<file path="src/rtl/sprite_packer_if.sv">
// Handshake and BRAM write bundle between a sprite pixel source and the sprite packer.
// The master drives the pixel stream and start request; the slave returns the write port and status.
interface sprite_packer_if #(
    parameter int ADDR_W = 10
) ();
    logic              start;
    logic [ADDR_W-1:0] base_addr;
    logic              pix_valid;
    logic [3:0]        pix_idx;
    logic              pix_last;
    logic              pix_ready;
    logic              wr_en;
    logic [ADDR_W-1:0] wr_addr;
    logic [31:0]       wr_data;
    logic              busy;
    logic              done;
    logic              err;

    modport master (
        output start, base_addr, pix_valid, pix_idx, pix_last,
        input  pix_ready, wr_en, wr_addr, wr_data, busy, done, err
    );

    modport slave (
        input  start, base_addr, pix_valid, pix_idx, pix_last,
        output pix_ready, wr_en, wr_addr, wr_data, busy, done, err
    );
endinterface

</file>
<file path="src/rtl/sprite_packer.sv">
// Packs a raster stream of 4-bit palette indices into 32-bit words (pixel n in word n/8,
// nibble n%8) and writes them to the sprite BRAM starting at a latched base address.
module sprite_packer #(
    parameter int SPRITE_W = 16,
    parameter int SPRITE_H = 16,
    parameter int ADDR_W   = 10,
    parameter int CNT_W    = 8
) (
    input  logic            i_clk,
    input  logic            i_rst,
    sprite_packer_if.slave  bus
);
    localparam int              NPIX     = SPRITE_W * SPRITE_H;
    localparam logic [CNT_W-1:0] LAST_PIX = CNT_W'(NPIX - 1);

    typedef enum logic [1:0] {S_IDLE, S_PACK, S_FLUSH, S_DONE} state_t;

    state_t            r_state;
    state_t            w_next;
    logic [ADDR_W-1:0] r_base;
    logic [ADDR_W-1:0] r_word_cnt;
    logic [ADDR_W-1:0] r_wr_addr;
    logic [CNT_W-1:0]  r_pix_cnt;
    logic [2:0]        r_nib_cnt;
    logic [31:0]       r_acc;
    logic [31:0]       r_wr_data;
    logic [31:0]       w_word;
    logic              r_wr_en;
    logic              r_err;
    logic              w_beat;
    logic              w_final;

    assign w_beat  = bus.pix_valid && (r_state == S_PACK);
    assign w_final = (r_pix_cnt == LAST_PIX);

    // Accumulator with the current beat merged in, so a completed word includes it.
    always_comb begin
        w_word = r_acc;
        w_word[{r_nib_cnt, 2'b00} +: 4] = bus.pix_idx;
    end

    always_ff @(posedge i_clk) begin
        if (i_rst) r_state <= S_IDLE;
        else       r_state <= w_next;
    end

    always_comb begin
        w_next = r_state;
        case (r_state)
            S_IDLE:  if (bus.start) w_next = S_PACK;
            S_PACK: begin
                if (w_beat) begin
                    if (w_final)           w_next = S_DONE;
                    else if (bus.pix_last) w_next = S_FLUSH;
                end
            end
            S_FLUSH: w_next = S_DONE;
            S_DONE:  w_next = S_IDLE;
            default: w_next = S_IDLE;
        endcase
    end

    // Any write, including the partial word of an early last, is registered on the beat
    // itself; FLUSH is therefore the cycle in which that partial write is presented.
    always_ff @(posedge i_clk) begin
        if (i_rst) begin
            r_base     <= '0;
            r_word_cnt <= '0;
            r_pix_cnt  <= '0;
            r_nib_cnt  <= '0;
            r_acc      <= '0;
            r_wr_en    <= 1'b0;
            r_wr_addr  <= '0;
            r_wr_data  <= '0;
            r_err      <= 1'b0;
        end else begin
            r_wr_en <= 1'b0;
            if (r_state == S_IDLE && bus.start) begin
                r_base     <= bus.base_addr;
                r_word_cnt <= '0;
                r_pix_cnt  <= '0;
                r_nib_cnt  <= '0;
                r_acc      <= '0;
                r_err      <= 1'b0;
            end else if (w_beat) begin
                r_pix_cnt <= r_pix_cnt + 1'b1;
                r_nib_cnt <= r_nib_cnt + 1'b1;
                if (r_nib_cnt == 3'd7 || w_final || bus.pix_last) begin
                    r_wr_en    <= 1'b1;
                    r_wr_data  <= w_word;
                    r_wr_addr  <= r_base + r_word_cnt;
                    r_word_cnt <= r_word_cnt + 1'b1;
                    r_acc      <= '0;
                end else begin
                    r_acc <= w_word;
                end
                if (w_final ? !bus.pix_last : bus.pix_last) r_err <= 1'b1;
            end
        end
    end

    assign bus.pix_ready = (r_state == S_PACK);
    assign bus.busy      = (r_state == S_PACK) || (r_state == S_FLUSH);
    assign bus.done      = (r_state == S_DONE);
    assign bus.wr_en     = r_wr_en;
    assign bus.wr_addr   = r_wr_addr;
    assign bus.wr_data   = r_wr_data;
    assign bus.err       = r_err;
endmodule

</file>
<file path="src/flat_wrapper.sv">
// flat-port wrapper written by rule: the top's interface ports become plain ports
module sprite_packer_flat 
#(
    parameter int SPRITE_W = 16,
    parameter int SPRITE_H = 16,
    parameter int ADDR_W   = 10,
    parameter int CNT_W    = 8
)
  (i_clk, i_rst, bus_start, bus_base_addr, bus_pix_valid, bus_pix_idx, bus_pix_last, bus_pix_ready, bus_wr_en, bus_wr_addr, bus_wr_data, bus_busy, bus_done, bus_err);
  sprite_packer_if #(.ADDR_W(ADDR_W)) bus_i ();
  input  logic i_clk;
  input  logic i_rst;
  input wire logic [$bits(bus_i.start)-1:0] bus_start;
  input wire logic [$bits(bus_i.base_addr)-1:0] bus_base_addr;
  input wire logic [$bits(bus_i.pix_valid)-1:0] bus_pix_valid;
  input wire logic [$bits(bus_i.pix_idx)-1:0] bus_pix_idx;
  input wire logic [$bits(bus_i.pix_last)-1:0] bus_pix_last;
  output wire logic [$bits(bus_i.pix_ready)-1:0] bus_pix_ready;
  output wire logic [$bits(bus_i.wr_en)-1:0] bus_wr_en;
  output wire logic [$bits(bus_i.wr_addr)-1:0] bus_wr_addr;
  output wire logic [$bits(bus_i.wr_data)-1:0] bus_wr_data;
  output wire logic [$bits(bus_i.busy)-1:0] bus_busy;
  output wire logic [$bits(bus_i.done)-1:0] bus_done;
  output wire logic [$bits(bus_i.err)-1:0] bus_err;
  assign bus_i.start = bus_start;
  assign bus_i.base_addr = bus_base_addr;
  assign bus_i.pix_valid = bus_pix_valid;
  assign bus_i.pix_idx = bus_pix_idx;
  assign bus_i.pix_last = bus_pix_last;
  assign bus_pix_ready = bus_i.pix_ready;
  assign bus_wr_en = bus_i.wr_en;
  assign bus_wr_addr = bus_i.wr_addr;
  assign bus_wr_data = bus_i.wr_data;
  assign bus_busy = bus_i.busy;
  assign bus_done = bus_i.done;
  assign bus_err = bus_i.err;
  sprite_packer #(.SPRITE_W(SPRITE_W), .SPRITE_H(SPRITE_H), .ADDR_W(ADDR_W), .CNT_W(CNT_W)) u_core (.i_clk(i_clk), .i_rst(i_rst), .bus(bus_i));
endmodule
</file>
<file path="config.mk">
export PLATFORM = sky130hd
export DESIGN_NAME = sprite_packer_flat
export DESIGN_NICKNAME = d
export VERILOG_FILES = /design/src/rtl/sprite_packer_if.sv /design/src/rtl/sprite_packer.sv /design/src/flat_wrapper.sv
export SDC_FILE = /design/constraint.sdc
export NUM_CORES = 1
export LEC_CHECK = 0
export CORE_MARGIN = 1
export CORE_UTILIZATION = 45
export CTS_CLUSTER_SIZE = 8
export DETAILED_ROUTE_END_ITERATION = 6
export HOLD_SLACK_MARGIN = 0.12
export PLACE_DENSITY = 0.76
export SLEW_MARGIN = 20
export SYNTH_ARGS = -nofsm -noshare
export SYNTH_HDL_FRONTEND = slang
export SYNTH_SLANG_ARGS = --single-unit
</file>
<file path="constraint.sdc">
create_clock -name i_clk -period 2.65 [get_ports i_clk]
set_clock_uncertainty 0.1 [all_clocks]
set_input_delay 0.265 -clock i_clk [delete_from_list [all_inputs] [get_ports i_clk]]
set_output_delay 0.265 -clock i_clk [all_outputs]
set_load 0.01 [all_outputs]
</file>
* Word level (Yosys, flattened, before mapping)
Cells that the tools add are included.
** Operators by class
- Mux-type cells :: 9
- Reduce and logical (&&, ||, !) cells :: 13
- Shifts and indexed selects :: 2
- Add/subtract/negate cells :: 5
- Bitwise operators :: 2
- Equal/unequal tests :: 8
** Operator list (count)
- $bwmux 32 :: 1
- $mux 32 :: 1
- $shift 4x7->32 const A :: 1
- $shiftx 4x7->32 :: 1
- $add 10x1->10 const B :: 1
- $add 10x10->10 :: 1
- $add 8x1->8 const B :: 1
- $eq 8x8->1 const B :: 1
- $mux 2 :: 4
- $pmux 2 s4 :: 1
- $neg 5->7 :: 1
- $reduce_and 3->1 :: 2
- $eq 2x2->1 const B :: 2
- $reduce_and 2->1 :: 2
- $add 3x1->3 const B :: 1
- $eq 3x3->1 const B :: 1
- $logic_or 1x1->1 :: 3
- $ne 3x2->1 const B :: 1
- $reduce_or 3->1 :: 1
- $eq 2x1->1 const B :: 1
- $logic_and 1x1->1 :: 2
- $logic_not 2->1 :: 1
- $mux 1 :: 2
- $ne 2x1->1 const B :: 1
- other kinds (4) :: 5
** Word-level totals
- Logic and storage cells :: 49
- Output and inout port bits :: 47
- Bits of input ports :: 19
- Register bits :: 109

* Longest topological paths before layout
Gate-level depths: netlist of run 1.
- Word-level depth :: 4
- Mapped depth :: 10
- Gate-level depth less buffers :: 10

* Worst setup path after synthesis of run 1
No wires, ideal clock.
- Path kind :: reg2reg
- Start point :: reg u_core.r_nib_cnt[0]
- End point :: reg u_core.r_acc[19]
- Data arrival time :: 2.162 ns
- Period minus slack after synthesis :: 2.390 ns
- Path buffers :: 1
- Path slack :: 0.260 ns
- Library setup time :: 0.128 ns
- Cell stages (with the launch flop) :: 10
- Path through :: dfxtp_1 -> clkbuf_1 -> inv_1 -> ha_1 -> ha_1 -> nand2b_1 -> nor4_1 -> mux2i_1 -> a2bb2oi_1 -> nor2_1
** On the way
- Cells in the longest elaborated chain, start to end :: 4
- Elaborated cells between the ends (all ways) :: 8
** RTL lines
- from (decl) :: RTL line sprite_packer.sv:24 : logic [2:0] r_nib_cnt;
- from (signal assigned) :: RTL line sprite_packer.sv:87 : r_nib_cnt <= r_nib_cnt + 1'b1;
- $neg 5->7 / $eq 3x3->1 (equally long branches) :: RTL line sprite_packer.sv:39, sprite_packer.sv:88
- $shiftx 4x7->32, or another cell as far along :: RTL line sprite_packer.sv:39 : w_word[{r_nib_cnt, 2'b00} +: 4] = bus.pix_idx;
- $bwmux 32 / $logic_or 1x1->1 (equally long branches) :: RTL line sprite_packer.sv:39, sprite_packer.sv:88
- $mux 32 * :: RTL line sprite_packer.sv:88 : if (r_nib_cnt == 3'd7 || w_final || bus.pix_last) begin
- to (signal assigned) :: RTL line sprite_packer.sv:95 : r_acc <= w_word;
- to (decl) :: RTL line sprite_packer.sv:25 : logic [31:0] r_acc;
Mark *: on every way between the ends. The rest lies on a longest branch, timed or not.
A chain may end at the register's enable or synchronous reset.

* Final worst setup path of run 1
- Start point :: reg u_core.r_nib_cnt[0]
- End point :: reg u_core.r_acc[8]
Same word-level chain as after synthesis.

==> results of run 1 <==
-- cells in the mapped netlist, drive strengths merged, types with 5 or more instances --
cell type,n,area [um2]
a21o,7,52.6
a211oi,31,233
o21ai,6,30.0
clkbuf,21,78.8
o21a,5,38.8
buf,14,70.1
dfxtp,109,2180
inv,10,37.5
mux2i,29,290
nand4,8,56.3
nand3,13,65.1
nand2,94,353
xnor2,8,70.1
o32ai,15,131
nand2b,7,43.8
nor2,71,267
a21oi,35,175
ha,21,263
o22ai,16,100
xor2,10,87.6
-- power by group through the flow --
stage                     clock network, mW  logic [mW]  registers, mW
after floorplan                           0       0.689           1.88
after global placement                    0        1.08           1.86
after detailed placement                  0        1.11           1.87
after CTS                              1.03        1.12           1.83
after global routing                   1.10        1.24           1.85
final                                  1.00        1.12           1.83
-- cells in the final DEF, fill, tap and decap left out, types with 15 or more instances in the layout --
cell	n
clkdlybuf4s50_1	64
ha_1	21
nand2_1	94
a211oi_1	31
o22ai_1	16
o32ai_1	15
mux2i_1	29
dfxtp_1	109
a21oi_1	32
nor2_1	70
-- registers in the layout, indices dropped and copies added (netlist names) --
| name | cells |
|---|---|
| u_core.r_nib_cnt | 3 |
| u_core.r_word_cnt | 10 |
| u_core.r_pix_cnt | 8 |
| u_core.bus.wr_en | 1 |
| u_core.r_acc | 32 |
| u_core.r_state | 2 |
| u_core.bus.wr_addr | 10 |
| u_core.r_base | 10 |
| u_core.bus.wr_data | 32 |
| u_core.bus.err | 1 |
-- metrics by stage --
| step | TNS (ns) | power (mW) | hold slack (ns) | setup slack, ns | area, um2 |
|---|---|---|---|---|---|
| 2_1_floorplan | 0 | 2.57 | 0.301 | 0.260 | 4940 |
| 6_report | 0 | 3.96 | 0.171 | 0.0772 | 5960 |
| 5_1_grt | -0.278 | 4.18 | 0.162 | -0.0527 | 5960 |
| 3_3_place_gp | 0 | 2.94 | 0.340 | 0.322 | 5740 |
| 3_5_place_dp | 0 | 2.98 | 0.347 | 0.191 | 5740 |
| 4_1_cts | 0 | 3.98 | 0.144 | 0.167 | 5940 |
-- per-layer routing --
metal	wire (um)	up-vias	track usage
li1	-	2129	-
met2	5510	119	0.357
met1	5160	1971	0.270
met3	645	15	0.0286
met5	0	-	0
met4	140	0	0.0656
-- cell families after synthesis --
group	after synthesis	synth area share
compound gates	126	0.173
xor+xnor	18	0.0319
fa+ha+maj	22	0.0572
buf+inv	45	0.0377
flops	109	0.441
mux	29	0.0587
simple gates	222	0.200
-- timing repair --
action | in CTS | in global routing
buffers inserted | 0 | 0
setup endpoints to repair | 0 | 12
resized for setup | 0 | 4
hold endpoints to repair | 0 | 0
-- layout make-up --
type	count	area, um2	share of cell area
Sequential cell	109	2180	0.366
Multi-Input combinational cell	417	2600	0.436
Tap cell	136	170	0.0286
Clock buffer	10	138	0.0231
Clock inverter	6	61.3	0.0103
Timing Repair Buffer	80	771	0.129
Inverter	10	37.5	0.00630
-- how the worst min path moves through the flow --
stage	from	end	cells after the start	slack [ns]
detailed placement	u_core.bus.wr_addr[5]$_SDFFE_PP0P_	u_core.bus.wr_addr[5]$_SDFFE_PP0P_	2	0.35
CTS	i_rst	u_core.r_base[7]$_SDFFE_PP0P_	2	0.14
global route	i_rst	u_core.r_base[7]$_SDFFE_PP0P_	2	0.16
finish	i_rst	u_core.r_base[7]$_SDFFE_PP0P_	2	0.17
floorplan	bus_base_addr[0]	u_core.r_base[0]$_SDFFE_PP0P_	2	0.30
global placement	u_core.bus.wr_addr[4]$_SDFFE_PP0P_	u_core.bus.wr_addr[4]$_SDFFE_PP0P_	2	0.34
-- worst register-to-register path, delay by kind of cell (launching register included) --
| family | cells | cell delay [ns] |
|---|---|---|
| simple gates | 2 | 0.66 |
| fa+ha+maj | 2 | 0.60 |
| compound gates | 2 | 0.47 |
| flops | 1 | 0.52 |
| buf+inv | 1 | 0.09 |
==> impl_metrics.ini, run 1 <==
[status]
status = complete, no violations

[floorplan]
core_mm2 = 0.0105
die_h_um = 107
dieArea_mm2 = 0.0114
initial_utilization = 0.470
die_w_um = 107
num_io_pins = 66
std_cell_rows = 37

[critical_path]
path_common_cell = ha_1
worst-r2r-setup-slack_ns = 0.08
cp.depth = 7
critPathMaxStageDelay_ns = 0.52
rr_startpoint = u_core.r_nib_cnt[0]$_SDFFE_PP0P_
critPathMaxFanout = 9
crit_slowest_cell = dfxtp_1
startpoint = u_core.r_nib_cnt[0]$_SDFFE_PP0P_
crit_family = simple AND/OR/NAND/NOR gates
r2r_end = u_core.r_acc[8]$_SDFFE_PP0P_
startpoint_type = register
crit_end = u_core.r_acc[8]$_SDFFE_PP0P_
worstPathRequired_ns = 2.78
worstPathArrival_ns = 2.71
critPathBufInv = 1
rr_worst_depth = 7
worstSetupPathType = register to register
worst_setup_path_end_kind = register
crit_path_cell_trace = inv_1 -> ha_1 -> ha_1 -> nor2b_1 -> nand3_1 -> a21oi_2 -> o32ai_1

[route]
routed_via_density = 5.51
vias = 4234
drtAntennaViolNets = 0
drt_iter0_markers = 213
dr.pass1.iters = 5
drt-total-wl_um = 11500
drc_errors = 0
wl_per_cell_um = 14.9

[logic_synthesis]
synthDistinctLibCells = 46
synth_edf_count = 0
synthCells = 571
synth_fp_nets = 612
synth_flop_cell = dfxtp_1
postSynthAreaPerCell_um2 = 8.66
ys_ff_latch = 109
synth.cell_area_mm2 = 0.00494
yosysWarningCount = 0
ys_seq_area_frac = 0.441
async_reset_ff_frac = 0

[finish]
fin_cells = 768
nets = 668
fillerInstances = 915
drive_gt1_frac = 0.0665
antenna_cells = 0
area_growth_pct = 20.6
utilization = 0.567

[power]
p_comb_frac = 0.283
leakagePower_nw = 2.09
p_switching_mw = 1.28
p_per_area_mw_per_mm2 = 664
irDropWorstVdd_mv = 0.325
switching_share = 0.324
pwr-share-seq = 0.463
power.internal_mw = 2.68
clkPwrFrac = 0.254

[clock_tree]
cts_tree = done
path_clk_slew_ns = 0.10
clockRootBuffer = clkbuf_8
cts_hold_buffers = 0
cts_inserted_buffers = 9
cts_max_level = 3
clock_latency_ns = 0.36
clockBufferDepth = 2
clock_sinks = 109

[sta]
fin_crit_sh = 0.971
final-setup-viol-count = 0
worst_slew_pin_slew_ns = 0.600
maxSlewViolCount = 0
fmax_mhz = 389
hold_viol = 0
maxSlewHeadroom = 0.598
min_period_ns = 2.57

[hold_path]
hold_path_class = primary input to register

[global_routing]
grt_remaining_overflow = 0
grt_pass1_vias = 3989
grt_max_degree = 67
grt_pass1_wl_um = 19100
antenna_found_initial = 0
grt_usage = 0.208

[placed_design]
dp.cells = 752
gp_congestion = 0.916
portBuffers = 65
dp_hpwl_um = 8210

[run]
maxCapViolCount = 0
(Power assumes the default switching activity.)
==> run 2: changes to the inputs <==
--- a/config.mk
+++ b/config.mk
@@ -5,6 +5,7 @@
 export SDC_FILE = /design/constraint.sdc
 export NUM_CORES = 1
 export LEC_CHECK = 0
+export CORE_ASPECT_RATIO = 1.4
 export CORE_MARGIN = 1
 export CORE_UTILIZATION = 45
 export CTS_CLUSTER_SIZE = 8
==> constraint.sdc (replaced) <==
create_clock -name i_clk -period 2.7 [get_ports i_clk]
set_clock_uncertainty 0.1 [all_clocks]
set_input_delay 0.27 -clock i_clk [delete_from_list [all_inputs] [get_ports i_clk]]
set_output_delay 0.27 -clock i_clk [all_outputs]
set_load 0.01 [all_outputs]
==> run 2 against run 1 <==
Compared with the run above:
- setup slack improved by 0.12 ns
- critical path depth unchanged
- sequential cell count unchanged
- core utilization increased by 0.32 points
- via count increased by 0.33%
- sequential power about the same
- first-iteration DRC count increased by 6.6%
- hold slack improved by 0.18 ns
- critical path type unchanged
- maximum frequency increased by 2.9%
- critical endpoint is now u_core.r_acc[25]$_SDFFE_PP0P_
==> impl_metrics.ini, run 2 (synthesis results as in run 1) <==
[power]
total_power_mw = 4.09
leakagePower_nw = 2.11
p_per_area_mw_per_mm2 = 683
irDropWorstVdd_mv = 0.478

[critical_path]
critPathMaxFanout = 9
r2r_end = u_core.r_acc[25]$_SDFFE_PP0P_
worstSetupPathType = register to register
rr_startpoint = u_core.r_nib_cnt[0]$_SDFFE_PP0P_
worstPathArrival_ns = 2.61
worstPathRequired_ns = 2.81
crit_path_cell_trace = inv_1 -> ha_1 -> ha_1 -> nor2_1 -> nand3_1 -> a21oi_1 -> o32ai_1
path_common_cell = ha_1
startpoint_type = register
crit_slowest_cell = dfxtp_1
worst-r2r-setup-slack_ns = 0.20
worst_setup_path_end_kind = register
rr_worst_depth = 7
critPathMaxStageDelay_ns = 0.50

[hold_path]
hold_path_class = primary input to register
min_to = u_core.r_state[1]$_SDFFE_PP0P_
hp-start = i_rst
whs_path_depth = 2

[finish]
final_common_cell = dfxtp_1
seq_area_mm2 = 0.00218
nets = 665
utilization = 0.570
area_growth_pct = 21.3
antenna_cells = 0
drive_gt1_frac = 0.0556
final_cell_mix = dfxtp_1, nand2_1, nor2_1
fillerInstances = 927
multiInputGateArea_mm2 = 0.00259

[sta]
fmax_mhz = 400
fin_tns_setup_ns = 0
final-setup-viol-count = 0
finalWorstSetupSlack_ns = 0.199
hold_viol = 0
maxSlewHeadroom = 0.531
maxSlewViolCount = 0
fin_crit_sh = 0.926
min_period_ns = 2.50
worst_slew_pin_slew_ns = 0.704
rsz0062_at_grt = false

[clock_tree]
cts_max_level = 3
clock_sinks = 109
cts_setup_buffers = 0
clockRootBuffer = clkbuf_16
clockBufferDepth = 2
cts_inserted_buffers = 9
clock_latency_ns = 0.35
path_clk_slew_ns = 0.07
cts_tree = done
cts_hold_buffers = 0

[floorplan]
num_io_pins = 66
die_w_um = 90.6
initial_utilization = 0.470
die_h_um = 126
dieArea_mm2 = 0.0114
core_mm2 = 0.0105
std_cell_rows = 44

[route]
drt-total-wl_um = 11700
routed_via_density = 5.54
drtAntennaViolNets = 0
dr.pass1.iters = 5
drt_iter0_markers = 227
drc_errors = 0
vias = 4248
wl_per_cell_um = 15.2

[global_routing]
antenna_found_initial = 0
grt_pass1_wl_um = 19200
grt_remaining_overflow = 0
grt_pass1_vias = 3990
grt_usage = 0.210
grt_max_degree = 51

[placed_design]
portBuffers = 65
gp_congestion = 0.933
preCtsSetupSlack_ns = 0.174
dp_hpwl_um = 8140

[status]
status = complete, no violations

[run]
maxCapViolCount = 0
[run 2: worst max-delay path by stage]
stage | from | slack (ns) | endpoint
floorplan | u_core.r_nib_cnt[0]$_SDFFE_PP0P_ | 0.31 | u_core.r_acc[19]$_SDFFE_PP0P_
global placement | u_core.r_nib_cnt[0]$_SDFFE_PP0P_ | 0.36 | u_core.r_acc[10]$_SDFFE_PP0P_
detailed placement | u_core.r_nib_cnt[0]$_SDFFE_PP0P_ | 0.17 | u_core.r_acc[10]$_SDFFE_PP0P_
CTS | u_core.r_nib_cnt[0]$_SDFFE_PP0P_ | 0.14 | u_core.r_acc[10]$_SDFFE_PP0P_
global route | u_core.r_nib_cnt[0]$_SDFFE_PP0P_ | 0.006 | u_core.r_acc[9]$_SDFFE_PP0P_
finish | u_core.r_nib_cnt[0]$_SDFFE_PP0P_ | 0.20 | u_core.r_acc[25]$_SDFFE_PP0P_
[run 2: per-stage QoR]
step                hold slack, ns  cells  instance area, um2
finish                       0.347    767                6000
global placement             0.340    751                5720
detailed placement           0.348    751                5720
CTS                          0.353    767                5990
global route                 0.380    767                6000
floorplan                    0.306    571                4940
[run 2: repair_timing]
item | CTS | global route
hold endpoints to repair | 0 | 0
resized for setup | 0 | 1
endpoints found under the setup margin | 0 | 4
[run 2: layout make-up]
type / count / share of cell area
sequential: 109 / 0.364
tap: 138 / 0.0288
timing repair buffer: 77 / 0.125
clock buffer: 10 / 0.0382
inverter: 10 / 0.00626
multi-input combinational: 417 / 0.431
clock inverter: 6 / 0.00668
[run 2: critical path: cells and delay by family, from the launching register on]
kind / cells / cell delay (ns)
AO/OA/AOI/OAI: 2 / 0.59
adder cells (fa/ha/maj): 2 / 0.59
buffers and inverters: 1 / 0.08
flip-flops: 1 / 0.50
AND/OR/NAND/NOR: 2 / 0.50
[run 2: layer usage]
metal  up-vias  routed length [um]  GRT usage
met3        15                 464     0.0393
li1       2125                   -          -
met4         0                 215     0.0844
met5         -                   0          0
met2       110                6110      0.375
met1      1998                4890      0.246
[run 2: power breakdown]
group / switching (mW) / internal (mW)
sequential: 0.0749 / 1.72
combinational: 0.638 / 0.439
clock: 0.594 / 0.625
==> run 3: changes to the inputs <==
--- a/config.mk
+++ b/config.mk
@@ -5,6 +5,7 @@
 export SDC_FILE = /design/constraint.sdc
 export NUM_CORES = 1
 export LEC_CHECK = 0
+export CAP_MARGIN = 20
 export CORE_ASPECT_RATIO = 1.4
 export CORE_MARGIN = 1
 export CORE_UTILIZATION = 45
==> results of run 3 <==
Final layout, timing and power as in run 2 (identical DEF).
